## src/rtl/spdif_pkg.sv

```systemverilog
// spdif_pkg: shared constants and types for the S/PDIF (IEC 60958 consumer) encoder.
//   - Preamble cell patterns (line levels for cells 0..7, assuming the line was 0 before).
//   - Frame/block geometry and the slot positions of the V/U/C/P bits.
//   - Subframe selector enum.
package spdif_pkg;

    localparam logic [7:0] PRE_B = 8'b1110_1000;  // subframe A of block frame 0
    localparam logic [7:0] PRE_M = 8'b1110_0010;  // subframe A of every other frame
    localparam logic [7:0] PRE_W = 8'b1110_0100;  // subframe B

    localparam int CELLS_PER_FRAME  = 128;
    localparam int FRAMES_PER_BLOCK = 192;

    localparam logic [4:0] SLOT_AUD0 = 5'd4;
    localparam logic [4:0] SLOT_V    = 5'd28;
    localparam logic [4:0] SLOT_U    = 5'd29;
    localparam logic [4:0] SLOT_C    = 5'd30;
    localparam logic [4:0] SLOT_P    = 5'd31;

    typedef enum logic {
        SF_A = 1'b0,
        SF_B = 1'b1
    } subframe_e;

endpackage

```

## src/rtl/spdif_bmc_cell.sv

```systemverilog
// spdif_bmc_cell: biphase-mark line register, advanced once per cell strobe.
// Ports:
//   i_clk, i_rst    - clock, synchronous active-high reset (line returns to 0)
//   i_cell_en       - one-cycle strobe per biphase cell
//   i_bit           - data bit of the current slot
//   i_second        - 1 on the second cell of a slot, 0 on the first
//   i_pre_en        - current cell is a preamble cell; i_pre_val overrides coding
//   i_pre_first     - current cell is the first preamble cell of a subframe
//   i_pre_val       - preamble line level, as defined for a preceding level of 0
//   o_line          - registered S/PDIF line
module spdif_bmc_cell (
    input  logic i_clk,
    input  logic i_rst,
    input  logic i_cell_en,
    input  logic i_bit,
    input  logic i_second,
    input  logic i_pre_en,
    input  logic i_pre_first,
    input  logic i_pre_val,
    output logic o_line
);

    logic r_line;
    logic r_pre_inv;
    logic w_inv;
    logic w_next;

    always_comb begin
        // The line level seen just before a preamble decides its polarity for all 8 cells.
        w_inv = i_pre_first ? r_line : r_pre_inv;
        if (i_pre_en) begin
            w_next = i_pre_val ^ w_inv;
        end else if (i_second) begin
            w_next = r_line ^ i_bit;
        end else begin
            w_next = ~r_line;
        end
    end

    always_ff @(posedge i_clk) begin
        if (i_rst) begin
            r_line    <= 1'b0;
            r_pre_inv <= 1'b0;
        end else if (i_cell_en) begin
            // Even parity per subframe returns the line to 0 before every preamble,
            // so the inversion path is only a safety net.
            if (i_pre_first) begin
                assert (r_line == 1'b0);
                r_pre_inv <= r_line;
            end
            r_line <= w_next;
        end
    end

    assign o_line = r_line;

endmodule

```

## src/rtl/spdif_encoder.sv

```systemverilog
// spdif_encoder: IEC 60958 consumer S/PDIF transmitter fed by 24-bit stereo pairs.
// Ports:
//   clk, rst          - PLL-domain clock, synchronous active-high reset
//   cell_en           - one-cycle strobe per biphase cell (128 x fs)
//   s_left, s_right   - two's-complement sample pair
//   s_valid, s_ready  - pair handshake; s_ready is high while the holding register is empty
//   spdif_out         - registered biphase-mark line
//   frame_start       - one-clk pulse after the edge that emits cell 0 of a frame
//   underrun          - one-clk pulse when that frame starts with no pair held
module spdif_encoder
    import spdif_pkg::*;
#(
    parameter logic [31:0] CS_BITS = 32'h0000_0004
) (
    input  logic        clk,
    input  logic        rst,
    input  logic        cell_en,
    input  logic [23:0] s_left,
    input  logic [23:0] s_right,
    input  logic        s_valid,
    output logic        s_ready,
    output logic        spdif_out,
    output logic        frame_start,
    output logic        underrun
);

    logic [6:0]  r_cell_idx;
    logic [7:0]  r_frame_idx;
    logic        r_hold_full;
    logic [23:0] r_hold_l;
    logic [23:0] r_hold_r;
    logic [23:0] r_sh_l;
    logic [23:0] r_sh_r;
    logic        r_v;
    logic        r_par;
    logic        r_frame_start;
    logic        r_underrun;

    subframe_e   w_sf;
    logic [4:0]  w_slot;
    logic [4:0]  w_aud_idx;
    logic        w_second;
    logic        w_load;
    logic        w_accept;
    logic        w_pre_en;
    logic        w_pre_first;
    logic        w_pre_val;
    logic [7:0]  w_pre;
    logic [23:0] w_word;
    logic        w_cs;
    logic        w_bit;
    logic        w_line;

    assign w_sf        = subframe_e'(r_cell_idx[6]);
    assign w_slot      = r_cell_idx[5:1];
    assign w_second    = r_cell_idx[0];
    assign w_load      = cell_en && (r_cell_idx == 7'd0);
    assign w_accept    = s_valid && !r_hold_full;
    assign w_pre_en    = (w_slot < SLOT_AUD0);
    assign w_pre_first = (r_cell_idx[5:0] == 6'd0);
    assign w_aud_idx   = w_pre_en ? 5'd0 : (w_slot - SLOT_AUD0);

    // Slot mux: preamble pattern select and the data bit of the current slot.
    always_comb begin
        if (w_sf == SF_B) begin
            w_pre = PRE_W;
        end else if (r_frame_idx == 8'd0) begin
            w_pre = PRE_B;
        end else begin
            w_pre = PRE_M;
        end
        w_pre_val = w_pre[3'd7 - r_cell_idx[2:0]];

        w_word = (w_sf == SF_A) ? r_sh_l : r_sh_r;
        w_cs   = (r_frame_idx < 8'd32) ? CS_BITS[r_frame_idx[4:0]] : 1'b0;

        case (w_slot)
            SLOT_V:  w_bit = r_v;
            SLOT_U:  w_bit = 1'b0;
            SLOT_C:  w_bit = w_cs;
            SLOT_P:  w_bit = r_par;
            default: w_bit = w_word[w_aud_idx];
        endcase
    end

    // Cell/frame counters and handshake control.
    always_ff @(posedge clk) begin
        if (rst) begin
            r_cell_idx    <= 7'd0;
            r_frame_idx   <= 8'd0;
            r_hold_full   <= 1'b0;
            r_frame_start <= 1'b0;
            r_underrun    <= 1'b0;
        end else begin
            r_frame_start <= w_load;
            r_underrun    <= w_load && !r_hold_full;
            // An accept can only happen while empty, so it never collides with a
            // load that drains a full register.
            if (w_accept) begin
                r_hold_full <= 1'b1;
            end else if (w_load) begin
                r_hold_full <= 1'b0;
            end
            if (cell_en) begin
                r_cell_idx <= r_cell_idx + 7'd1;
                if (r_cell_idx == 7'(CELLS_PER_FRAME - 1)) begin
                    r_frame_idx <= (r_frame_idx == 8'(FRAMES_PER_BLOCK - 1)) ? 8'd0
                                                                             : r_frame_idx + 8'd1;
                end
            end
        end
    end

    // Holding register, frame shift registers, V flag and running parity.
    always_ff @(posedge clk) begin
        if (w_accept) begin
            r_hold_l <= s_left;
            r_hold_r <= s_right;
        end
        if (w_load) begin
            if (r_hold_full) begin
                r_sh_l <= r_hold_l;
                r_sh_r <= r_hold_r;
                r_v    <= 1'b0;
            end else begin
                r_sh_l <= 24'd0;
                r_sh_r <= 24'd0;
                r_v    <= 1'b1;
            end
        end
        // Parity covers slots 4..30; it restarts during each preamble.
        if (cell_en) begin
            if (w_pre_en) begin
                r_par <= 1'b0;
            end else if (w_second) begin
                r_par <= r_par ^ w_bit;
            end
        end
    end

    spdif_bmc_cell u_bmc (
        .i_clk       (clk),
        .i_rst       (rst),
        .i_cell_en   (cell_en),
        .i_bit       (w_bit),
        .i_second    (w_second),
        .i_pre_en    (w_pre_en),
        .i_pre_first (w_pre_first),
        .i_pre_val   (w_pre_val),
        .o_line      (w_line)
    );

    assign s_ready     = !r_hold_full;
    assign spdif_out   = w_line;
    assign frame_start = r_frame_start;
    assign underrun    = r_underrun;

endmodule

```

## config.mk

```make
export PLATFORM = sky130hd
export DESIGN_NAME = spdif_encoder
export DESIGN_NICKNAME = d
export VERILOG_FILES = /design/src/rtl/spdif_pkg.sv /design/src/rtl/spdif_bmc_cell.sv /design/src/rtl/spdif_encoder.sv
export SDC_FILE = /design/constraint.sdc
export NUM_CORES = 1
export LEC_CHECK = 0
export ABC_CLOCK_PERIOD_IN_PS = 4300
export CAP_MARGIN = 20
export CORE_MARGIN = 2
export CORE_UTILIZATION = 51
export CTS_BUF_LIST = sky130_fd_sc_hd__clkbuf_8
export DETAILED_ROUTE_END_ITERATION = 8
export PLACE_DENSITY = 0.76
export SLEW_MARGIN = 20
export SYNTH_ARGS = -nofsm -noshare
export SYNTH_HDL_FRONTEND = slang
export SYNTH_SLANG_ARGS = --single-unit
```

## constraint.sdc

```tcl
create_clock -name clk -period 4.3 [get_ports clk]
set_input_delay 0.86 -clock clk [delete_from_list [all_inputs] [get_ports clk]]
set_output_delay 0.86 -clock clk [all_outputs]
set_load 0.005 [all_outputs]
```

# Word level (Yosys, flattened, before mapping)
# Memories as Yosys holds them, arrays and structs flattened. A register that Yosys moved wholly into a read port is not among the register bits.
# Index checks and enable logic that the tools add are counted.
# word_totals
reg_bits	118
romBits	32
input_bits	52
out_inout_bits	4
mem_count	1
# op_classes
addsub	4
n_lt_le_gt_ge	5
n_eq_ne	6
n_mux	21
bitwise	4
n_reduce_logical	11
# memory_table
name	depth	width	rd	rd_clocked_by_memory_dff	wr	line_no	source
(name not given)	32	1	1	1	0	spdif_encoder.sv:75	w_cs = (r_frame_idx < 8'd32) ? CS_BITS[r_frame_idx[4:0]] : 1'b0;
# ops
cell	count
2-to-1 mux 24 bit	1
== test 5 bit (second input constant)	4
2-to-1 mux 8 bit	2
2-to-1 mux 5 bit	3
< comparator 5 x 6 -> 1 bit (second input constant)	2
2-to-1 mux 1 bit	11
adder 8 x 1 -> 8 bit (second input constant)	1
== test 8 bit (second input constant)	1
logical NOT 8 bit	1
< comparator 8 x 6 -> 1 bit (second input constant)	1
adder 7 x 1 -> 7 bit (second input constant)	1
== test 7 bit (second input constant)	1
logical NOT 7 bit	1
logical NOT 6 bit	1
binary-select mux 1 bit (select 5 bit)	1
< comparator 5 x 3 -> 1 bit (second input constant)	1
subtractor 5 x 3 -> 5 bit (second input constant)	1
< comparator 3 x 4 -> 1 bit (second input constant)	1
2-to-1 mux 4 bit	1
one-hot mux 1 bit (4 select lines)	1
AND reduction 2 bit	2
nonzero test 2 bit	2
binary-select mux 1 bit (select 3 bit)	1
logical AND 1 bit	3
4 further kinds	6

# Depth between registers and ports, before layout
# Gate-level depths: netlist (run 1).
# logic_depth
word_depth	8
ltp_mapped	10
mapped_depth_nobuf	9

# By module
# A second synthesis (run 1) with hierarchy kept.
# hier_totals
hier_cells	345
hier_area_um2	4939.7
# modules_own_cells
module	n_inst	cells_each	area_per_inst_um2	seq_area_each_um2
spdif_encoder	1	328	4803.4	3323.2
spdif_bmc_cell	1	17	136.4	40.0

# Worst setup path after synthesis (run 1)
# No wires, ideal clock.
# synth_path
kind	input-to-reg
startpoint	in s_valid
endpoint	reg r_hold_l[0] (enable)
setup_ns	0.459
arrival_time_ns	2.991
required_ns	3.841
path_slack_ns	0.850
path_stages	1
path_cell_list	nor2b_1
# synth_between
elab_chain_len	1
# synth_lines
item	line_no	source
start, declared	spdif_encoder.sv:20	input logic s_valid,
logical AND 1 bit	spdif_encoder.sv:58	assign w_accept = s_valid && !r_hold_full;
end signal, assigned	spdif_encoder.sv:117	r_hold_l <= s_left;
end, declared	spdif_encoder.sv:30	logic [23:0] r_hold_l;
# Every way passes these cells.
# A chain may end at the register's enable or synchronous reset.

==> impl_metrics.ini, run 1 <==
[synth]
synthCells = 343
synthXorXnorAreaFrac = 0.0213
syn_area_um2 = 4920
synth-simple-area-share = 0.133
synth_top_area_frac = 0.598
synthFlopType = edfxtp_1
synth_area_leaders = edfxtp_1, dfxtp_1, and2_1
ys_seq_area_frac = 0.683
ys_warn_count = 0
synth_top_area_cell = edfxtp_1
synthAdderAreaFrac = 0.0152
synth-compound-area-share = 0.0534
synth_mux_area_frac = 0.0658
ys_async_sr_fraction = 0
synth_nets = 401
ys_ff_latch = 119
synth.distinct_cells = 46
synth_edf_count = 98
synth_top_family_by_area = simple AND/OR/NAND/NOR gates
syn_area_per_cell_um2 = 14.4

[power_and_ir_drop]
peakVddDrop_v = 0.000269
power_density_nw_per_um2 = 409
p_leak_nw = 2.06
p_total_mw = 2.42

[timing]
min_period_ns = 2.91
period_share = 0.677
tightest_slew_ns = 1.03
hold_viol_final = 0
holdWs_ns = 0.528
skew_ns = 0.0143
tns_ns = 0
finalMaxSlewViolations = 0
setup_violations = 0
relSlewSlack = 0.316
fmax_ghz = 0.344
grt_setup_unrepaired = false

[cts]
cts.sinks = 119
clock_tree.root_cell = clkbuf_8
clk_latency_ns = 0.42
clkTransAtPathRegs_ns = 0.08
cts.path.max_buffers = 2
h-tree-depth = 4
cts_hold_buffers = 0
cts_tree = built
cts_buffers = 17
cts_setup_buffers = 0
cts_resized = 0

[detailed_routing]
remaining_drc_errors = 0
initialDrtViolationCount = 148
post_drt_wl_per_cell_um = 14.9
wirelength_um = 8120
avgViaCountPerCell = 5.18
dr.pass1.iters = 4
antenna_left = 0
vias = 2830

[worst_hold_path]
worstHoldEndpoint = r_sh_r[1]
whs_path_depth = 1
min_from = r_hold_r[1]
hold_path.class = reg2reg

[floorplan]
dieArea_um2 = 10500
fp.dieH_um = 102
start_util = 0.530
die_width_um = 102
rows = 35
core-area_um2 = 9280
num_io_pins = 56

[cells_and_area]
area_growth_pct = 20.5
stdcell_count = 546
nets = 462
drive_above_1_share = 0.113
diodes = 0
final_util = 0.639

[worst_setup_path]
startpoint_type = primary input
crit-reg2reg-launch = r_cell_idx[6]
rrSetupSlack_ns = 1.53
r2r-end = u_bmc.o_line
cp_data_arrival_time_ns = 3.24
endpoint_kind = flip-flop
crit_required_ns = 4.63
r2r_cells = 7
crit_type = in2reg
crit_fanout = 9

[outcome]
status = finished clean

[global_route]
grt.overflow.total = 0
grt_pass1_vias = 2796
grt_max_degree = 51
antenna_found_initial = 0
grt_pass1_wl_um = 13100
grt_use_total = 0.168

[placed_design]
dpl.cell_count = 514
post-dp-hpwl_um = 5460
io_buffers = 55
gp_congestion = 0.844

[job]
max_cap_violations = 0
-- metrics by stage --
step	area [µm²]	setup slack [ns]
5_1_grt	5930	1.17
2_1_floorplan	4920	0.850
6_report	5930	1.39
3_3_place_gp	5590	1.15
3_5_place_dp	5590	0.978
4_1_cts	5930	1.41
-- worst max path at each step --
stage / startpoint / end / slack (ns) / cells after the start
after floorplan: s_valid / r_hold_l[0] / 0.85 / 1
after global placement: cell_en / flip-flop / 1.15 / 8
after detailed placement: cell_en / flip-flop / 0.98 / 8
after CTS: cell_en / flip-flop / 1.41 / 8
after global routing: cell_en / flip-flop / 1.17 / 8
final: cell_en / flip-flop / 1.39 / 8
-- report_power, final --
| group | leakage (nW) | internal, mW | switching (mW) | total [mW] |
|---|---|---|---|---|
| clock | 0.176 | 0.408 | 0.467 | 0.875 |
| sequential | 1.12 | 1.34 | 0.0241 | 1.37 |
| combinational | 0.757 | 0.0931 | 0.0892 | 0.182 |
| total | 2.06 | 1.84 | 0.580 | 2.42 |
-- cell type report --
class,instances,area (µm²)
clock buffer,17,234
inverter,13,48.8
sequential,119,3360
clock inverter,15,115
multi-input combinational,194,1430
fill,722,3350
tap,129,161
timing repair buffer,59,581
-- kinds of logic (layout without fill, tap and decap cells) --
group / after synthesis / in the layout
compound gates: 36 / 36
xor+xnor: 12 / 12
fa+ha+maj: 6 / 6
buf+inv: 30 / 104
flops: 119 / 119
mux: 18 / 18
simple gates: 122 / 122
-- synth_stat cells, types with 3 or more instances --
library cell	count
nor2b_1	3
o21ai_0	8
nor3b_1	3
nand4_1	5
dfxtp_1	21
mux2i_1	8
ha_1	6
and2_1	50
nor2_1	27
inv_1	12
mux4_1	5
a21oi_1	6
buf_2	4
xnor2_1	5
clkbuf_1	11
edfxtp_1	98
nand2_1	12
nor4_1	3
nor3_1	11
mux4_2	5
xor2_1	7
-- routing by layer --
metal	GRT usage	routed length (µm)
met5	0	0
met4	0.0523	112
met3	0.0581	379
met2	0.276	4020
met1	0.212	3610
-- worst max-delay path: stages --
cell	delay, ns
clkdlybuf4s50_1	0.66
nand4_1	0.26
nor3_1	0.54
nand2_1	0.23
nor2_1	0.24
a31o_2	0.27
a21oi_1	0.07
nor3_1	0.12
-- sequential cells by signal, summed over array words and instances, names as in the netlist, named ones only --
signal and flops:
r_sh_l 24, frame_start 1, r_frame_idx 8, r_hold_full 1, u_bmc.r_pre_inv 1, r_sh_r 24
r_hold_r 24, r_hold_l 24, u_bmc.o_line 1, underrun 1, r_par 1, r_cell_idx 7
r_v 1
-- cells in the final DEF, fill, tap and decap left out, drive strengths merged, types with 5 or more instances in the layout --
cell type	instances
xnor2	5
nor2	27
xor2	7
clkbuf	17
o21ai	8
nand2	12
mux4	10
nand4	5
a21oi	6
clkdlybuf4s50	55
edfxtp	98
nor3	11
and2	50
ha	6
inv	21
dfxtp	21
mux2i	8
Power figures use the tool's default switching activity.
==> run 2, diff against run 1 <==
--- a/config.mk
+++ b/config.mk
@@ -5,13 +5,13 @@
 export SDC_FILE = /design/constraint.sdc
 export NUM_CORES = 1
 export LEC_CHECK = 0
-export ABC_CLOCK_PERIOD_IN_PS = 4300
+export ABC_CLOCK_PERIOD_IN_PS = 2450
 export CAP_MARGIN = 20
 export CORE_MARGIN = 2
 export CORE_UTILIZATION = 51
 export CTS_BUF_LIST = sky130_fd_sc_hd__clkbuf_8
 export DETAILED_ROUTE_END_ITERATION = 8
-export PLACE_DENSITY = 0.76
+export PLACE_DENSITY = 0.78
 export SLEW_MARGIN = 20
 export SYNTH_ARGS = -nofsm -noshare
 export SYNTH_HDL_FRONTEND = slang
==> constraint.sdc (replaced) <==
create_clock -name clk -period 2.45 [get_ports clk]
set_input_delay 0.49 -clock clk [delete_from_list [all_inputs] [get_ports clk]]
set_output_delay 0.49 -clock clk [all_outputs]
set_load 0.005 [all_outputs]
==> impl_metrics.ini, run 2 (synthesized netlist as in run 1, its figures left out) <==
[outcome]
status = finished clean

[detailed_routing]
vias = 2923
dr.pass1.iters = 4
wirelength_um = 8790
remaining_drc_errors = 0
initialDrtViolationCount = 174
antenna_left = 0
avgViaCountPerCell = 5.16
post_drt_wl_per_cell_um = 15.5

[global_route]
grt_use_total = 0.185
grt.overflow.total = 0
grt_pass1_vias = 2959
top_usage_layer = met2
antenna_found_initial = 0
grt_util_met2 = 0.303
grt_use_met1 = 0.225
use_met3 = 0.0581
grt_max_degree = 53
grt_pass1_wl_um = 14200

[timing]
setup_violations = 0
final.setup.worst_slack_ns = 0.126
grt_setup_unrepaired = false
min_period_ns = 2.32
relSlewSlack = 0.637
skew_ns = 0.0130
tightest_slew_ns = 0.542
hold_viol_final = 0
fmax_ghz = 0.430
finalMaxSlewViolations = 0
period_share = 0.949
holdWs_ns = 0.513

[worst_setup_path]
crit_type = reg2reg
cp_data_arrival_time_ns = 2.64
crit_fanout = 8
endpoint_kind = flip-flop
startpoint_type = flip-flop
crit_required_ns = 2.77
rrSetupSlack_ns = 0.13

[floorplan]
num_io_pins = 56
fp.dieH_um = 102
rows = 35
start_util = 0.530
core-area_um2 = 9280
dieArea_um2 = 10500
die_width_um = 102

[placed_design]
gp_congestion = 0.951
io_buffers = 55
post_dp_cell_area_um2 = 5760
dp_slack_ns = -0.0191
post-dp-hpwl_um = 6010

[cells_and_area]
final_common_cell = edfxtp_1
finalInstanceArea_um2 = 6200
diodes = 0
area_growth_pct = 25.9
final_cell_mix = edfxtp_1, clkdlybuf4s50_1, and2_1
nFillCells = 666
drive_above_1_share = 0.162
nets = 482

[power_and_ir_drop]
p_total_mw = 4.64
p_leak_nw = 2.19
peakVddDrop_v = 0.000482
power_density_nw_per_um2 = 748

[cts]
cts_hold_buffers = 0
cts.sinks = 119
cts_tree = built
clkTransAtPathRegs_ns = 0.08
clock_tree.root_cell = clkbuf_8
clk_latency_ns = 0.42
cts.path.max_buffers = 2
h-tree-depth = 4
cts_buffers = 17

[worst_hold_path]
hold_path.class = reg2reg

[job]
max_cap_violations = 0
## run 2: worst paths after layout
| path | cells past startpoint | endpoint | start |
|---|---|---|---|
| worst min register to register | 1 | r_v | r_hold_full |
| worst min-delay path | 1 | r_v | r_hold_full |
| worst max-delay path | 6 | u_bmc.o_line | r_cell_idx[6] |
| worst max register to register | 6 | u_bmc.o_line | r_cell_idx[6] |
## run 2: final cells by class
cell class / instances / area, µm² / share of cell area
Clock buffer: 17 / 234 / 0.0377
Timing Repair Buffer: 79 / 756 / 0.122
Clock inverter: 15 / 190 / 0.0307
Sequential cell: 119 / 3370 / 0.543
Inverter: 13 / 52.6 / 0.00847
Tap cell: 129 / 161 / 0.0260
Multi-Input combinational cell: 194 / 1440 / 0.232
## run 2: timing repair
| item | in CTS | in global routing |
|---|---|---|
| gates cloned | 0 | 0 |
| endpoints found under the hold margin | 0 | 0 |
| buffers inserted | 0 | 0 |
| resized for setup | 1 | 5 |
| endpoints found under the setup margin | 1 | 2 |
## run 2: per-layer routing
layer	share of wire	up-vias	wire, µm
li1	-	1426	-
met4	0.026	0	229
met3	0.054	16	474
met5	0	-	0
met2	0.52	81	4540
met1	0.40	1400	3560
## run 2: through the flow
| stage | utilization | setup TNS [ns] | cells |
|---|---|---|---|
| final | 0.668 | 0 | 566 |
| after global routing | 0.668 | 0 | 566 |
| after CTS | 0.667 | 0 | 566 |
| after detailed placement | 0.621 | -0.0191 | 534 |
| after global placement | 0.621 | 0 | 534 |
| after floorplan | - | 0 | 343 |
## run 2: worst max-delay path: stages (launching register included)
cell      delay, ns
dfxtp_4        0.42
mux4_1         0.59
a221oi_2       0.33
a21oi_1        0.11
o22a_1         0.26
o31a_1         0.26
a211o_1        0.26
## run 2: power breakdown
group | leakage, nW | switching [mW] | total (mW) | internal, mW
registers | 1.12 | 0.0417 | 2.39 | 2.35
logic | 0.858 | 0.165 | 0.349 | 0.184
clock network | 0.208 | 0.861 | 1.89 | 1.03
==> run 3, diff against run 2 <==
--- a/config.mk
+++ b/config.mk
@@ -7,11 +7,12 @@
 export LEC_CHECK = 0
 export ABC_CLOCK_PERIOD_IN_PS = 2450
 export CAP_MARGIN = 20
-export CORE_MARGIN = 2
+export CORE_MARGIN = 4
 export CORE_UTILIZATION = 51
 export CTS_BUF_LIST = sky130_fd_sc_hd__clkbuf_8
 export DETAILED_ROUTE_END_ITERATION = 8
 export PLACE_DENSITY = 0.78
+export RECOVER_POWER = 25
 export SLEW_MARGIN = 20
 export SYNTH_ARGS = -nofsm -noshare
 export SYNTH_HDL_FRONTEND = slang
==> impl_metrics.ini, run 3 (synthesized netlist as in run 1, its figures left out) <==
[detailed_routing]
routed.top_layer = met4
post_drt_wl_per_cell_um = 15.4
wl_met3_um = 462
remaining_drc_errors = 0
dr_wl_met2_um = 4510
wirelength_um = 8710
antenna_left = 0
avgViaCountPerCell = 5.23
initialDrtViolationCount = 143
dr.pass1.iters = 4
vias = 2948
wl_met1_um = 3670

[floorplan]
dieArea_um2 = 11300
rows = 35
start_util = 0.528
num_io_pins = 56
die_width_um = 106
core-area_um2 = 9330
fp.dieH_um = 106

[timing]
grt_setup_unrepaired = false
skew_ns = 0.0133
hold_viol_final = 0
min_period_ns = 2.34
holdWs_ns = 0.495
tightest_slew_ns = 0.751
setup_violations = 0
fmax_ghz = 0.428
relSlewSlack = 0.499
finalMaxSlewViolations = 0
period_share = 0.955

[cts]
clk_latency_ns = 0.42
cts.path.max_buffers = 2
h-tree-depth = 4
clock_tree.root_cell = clkbuf_8
cts_tree = built
cts_buffers = 17
cts.sinks = 119
cts_hold_buffers = 0
clkTransAtPathRegs_ns = 0.07

[global_route]
grt_max_degree = 53
grt_pass1_vias = 3078
antenna_found_initial = 0
grt_pass1_wl_um = 14200
grt.overflow.total = 0
grt_use_total = 0.163

[cells_and_area]
nFillCells = 663
diodes = 0
area_growth_pct = 25.5
final_common_cell = edfxtp_1
final_cell_mix = edfxtp_1, and2_1, dlygate4sd3_1
nets = 480
drive_above_1_share = 0.166

[job]
max_cap_violations = 0

[power_and_ir_drop]
p_leak_nw = 2.18
peakVddDrop_v = 0.000400
power_density_nw_per_um2 = 717
p_total_mw = 4.43

[worst_setup_path]
crit-reg2reg-launch = r_cell_idx[4]
endpoint_kind = flip-flop
r2r-end = r_par
startpoint_type = flip-flop
rrSetupSlack_ns = 0.11
crit_fanout = 7
cp_data_arrival_time_ns = 2.51
r2r_cells = 9
crit_required_ns = 2.62
crit_type = reg2reg

[placed_design]
gp_congestion = 0.968
post-dp-hpwl_um = 5980
io_buffers = 55

[worst_hold_path]
whs_path_depth = 1
worstHoldEndpoint = r_v
hold_path.class = reg2reg
min_from = r_hold_full

[outcome]
status = finished clean
==> run 3: cell count changes in the layout (fill, tap and decap cells not counted), moves of 4 or more <==
cell / change
dlygate4sd3_1: +48
clkdlybuf4s50_1: -48
buf_4: -4
inv_6: -4
==> run 3: how the worst max path moves through the flow <==
stage / startpoint / endpoint / slack, ns / cells past startpoint
2_1_floorplan: r_cell_idx[1] / r_sh_l[0] / 0.06 / 6
3_3_place_gp: r_cell_idx[6] / u_bmc.o_line / 0.004 / 6
5_1_grt: r_cell_idx[6] / u_bmc.o_line / 0.03 / 7
3_5_place_dp: r_cell_idx[6] / u_bmc.o_line / -0.06 / 7
4_1_cts: r_cell_idx[3] / r_par / 0.05 / 9
6_report: r_cell_idx[4] / r_par / 0.11 / 9
==> run 3: worst max-delay path, cell delays in order (launching register included) <==
cell and delay, ns:
dfxtp_1 0.47, inv_1 0.11, ha_1 0.34, inv_1 0.10, a22o_1 0.14, a21oi_1 0.03
and3_1 0.19, nor3_1 0.38, o21ai_0 0.17, nor3b_1 0.16
==> run 3: report_power, final <==
part | total [mW] | switching, mW | internal, mW
clock | 1.71 | 0.803 | 0.903
sequential | 2.40 | 0.0426 | 2.35
combinational | 0.329 | 0.163 | 0.166
==> run 3: layer usage <==
| metal | global-route usage | up-vias |
|---|---|---|
| li1 | - | 1420 |
| met1 | 0.196 | 1433 |
| met2 | 0.277 | 88 |
| met3 | 0.0546 | 7 |
| met4 | 0.0527 | 0 |
| met5 | 0 | - |
==> run 3: cell type report <==
cell class / instances / area, µm² / share of cell area
tap: 129 / 161 / 0.0261
inverter: 13 / 52.6 / 0.00850
clock buffer: 17 / 234 / 0.0379
timing repair buffer: 77 / 751 / 0.121
sequential: 119 / 3370 / 0.545
clock inverter: 15 / 153 / 0.0247
multi-input combinational: 194 / 1460 / 0.236
==> run 3: repair_timing <==
item	4_1_cts	5_1_grt
endpoints found under the hold margin	0	0
cloned	0	0
setup buffers	0	1
setup endpoints to repair	1	3
resized for setup	1	9
pin swaps	0	1
==> run 3: per-stage QoR <==
step                       util  instances  TNS (ns)  setup WS, ns  area (µm²)
after floorplan               -        343         0        0.0586        4930
after global placement    0.617        531         0       0.00363        5750
after detailed placement  0.617        531   -0.0585       -0.0585        5750
after CTS                 0.658        563         0        0.0469        6140
after global routing      0.663        564         0        0.0271        6180
final                     0.663        564         0         0.111        6180
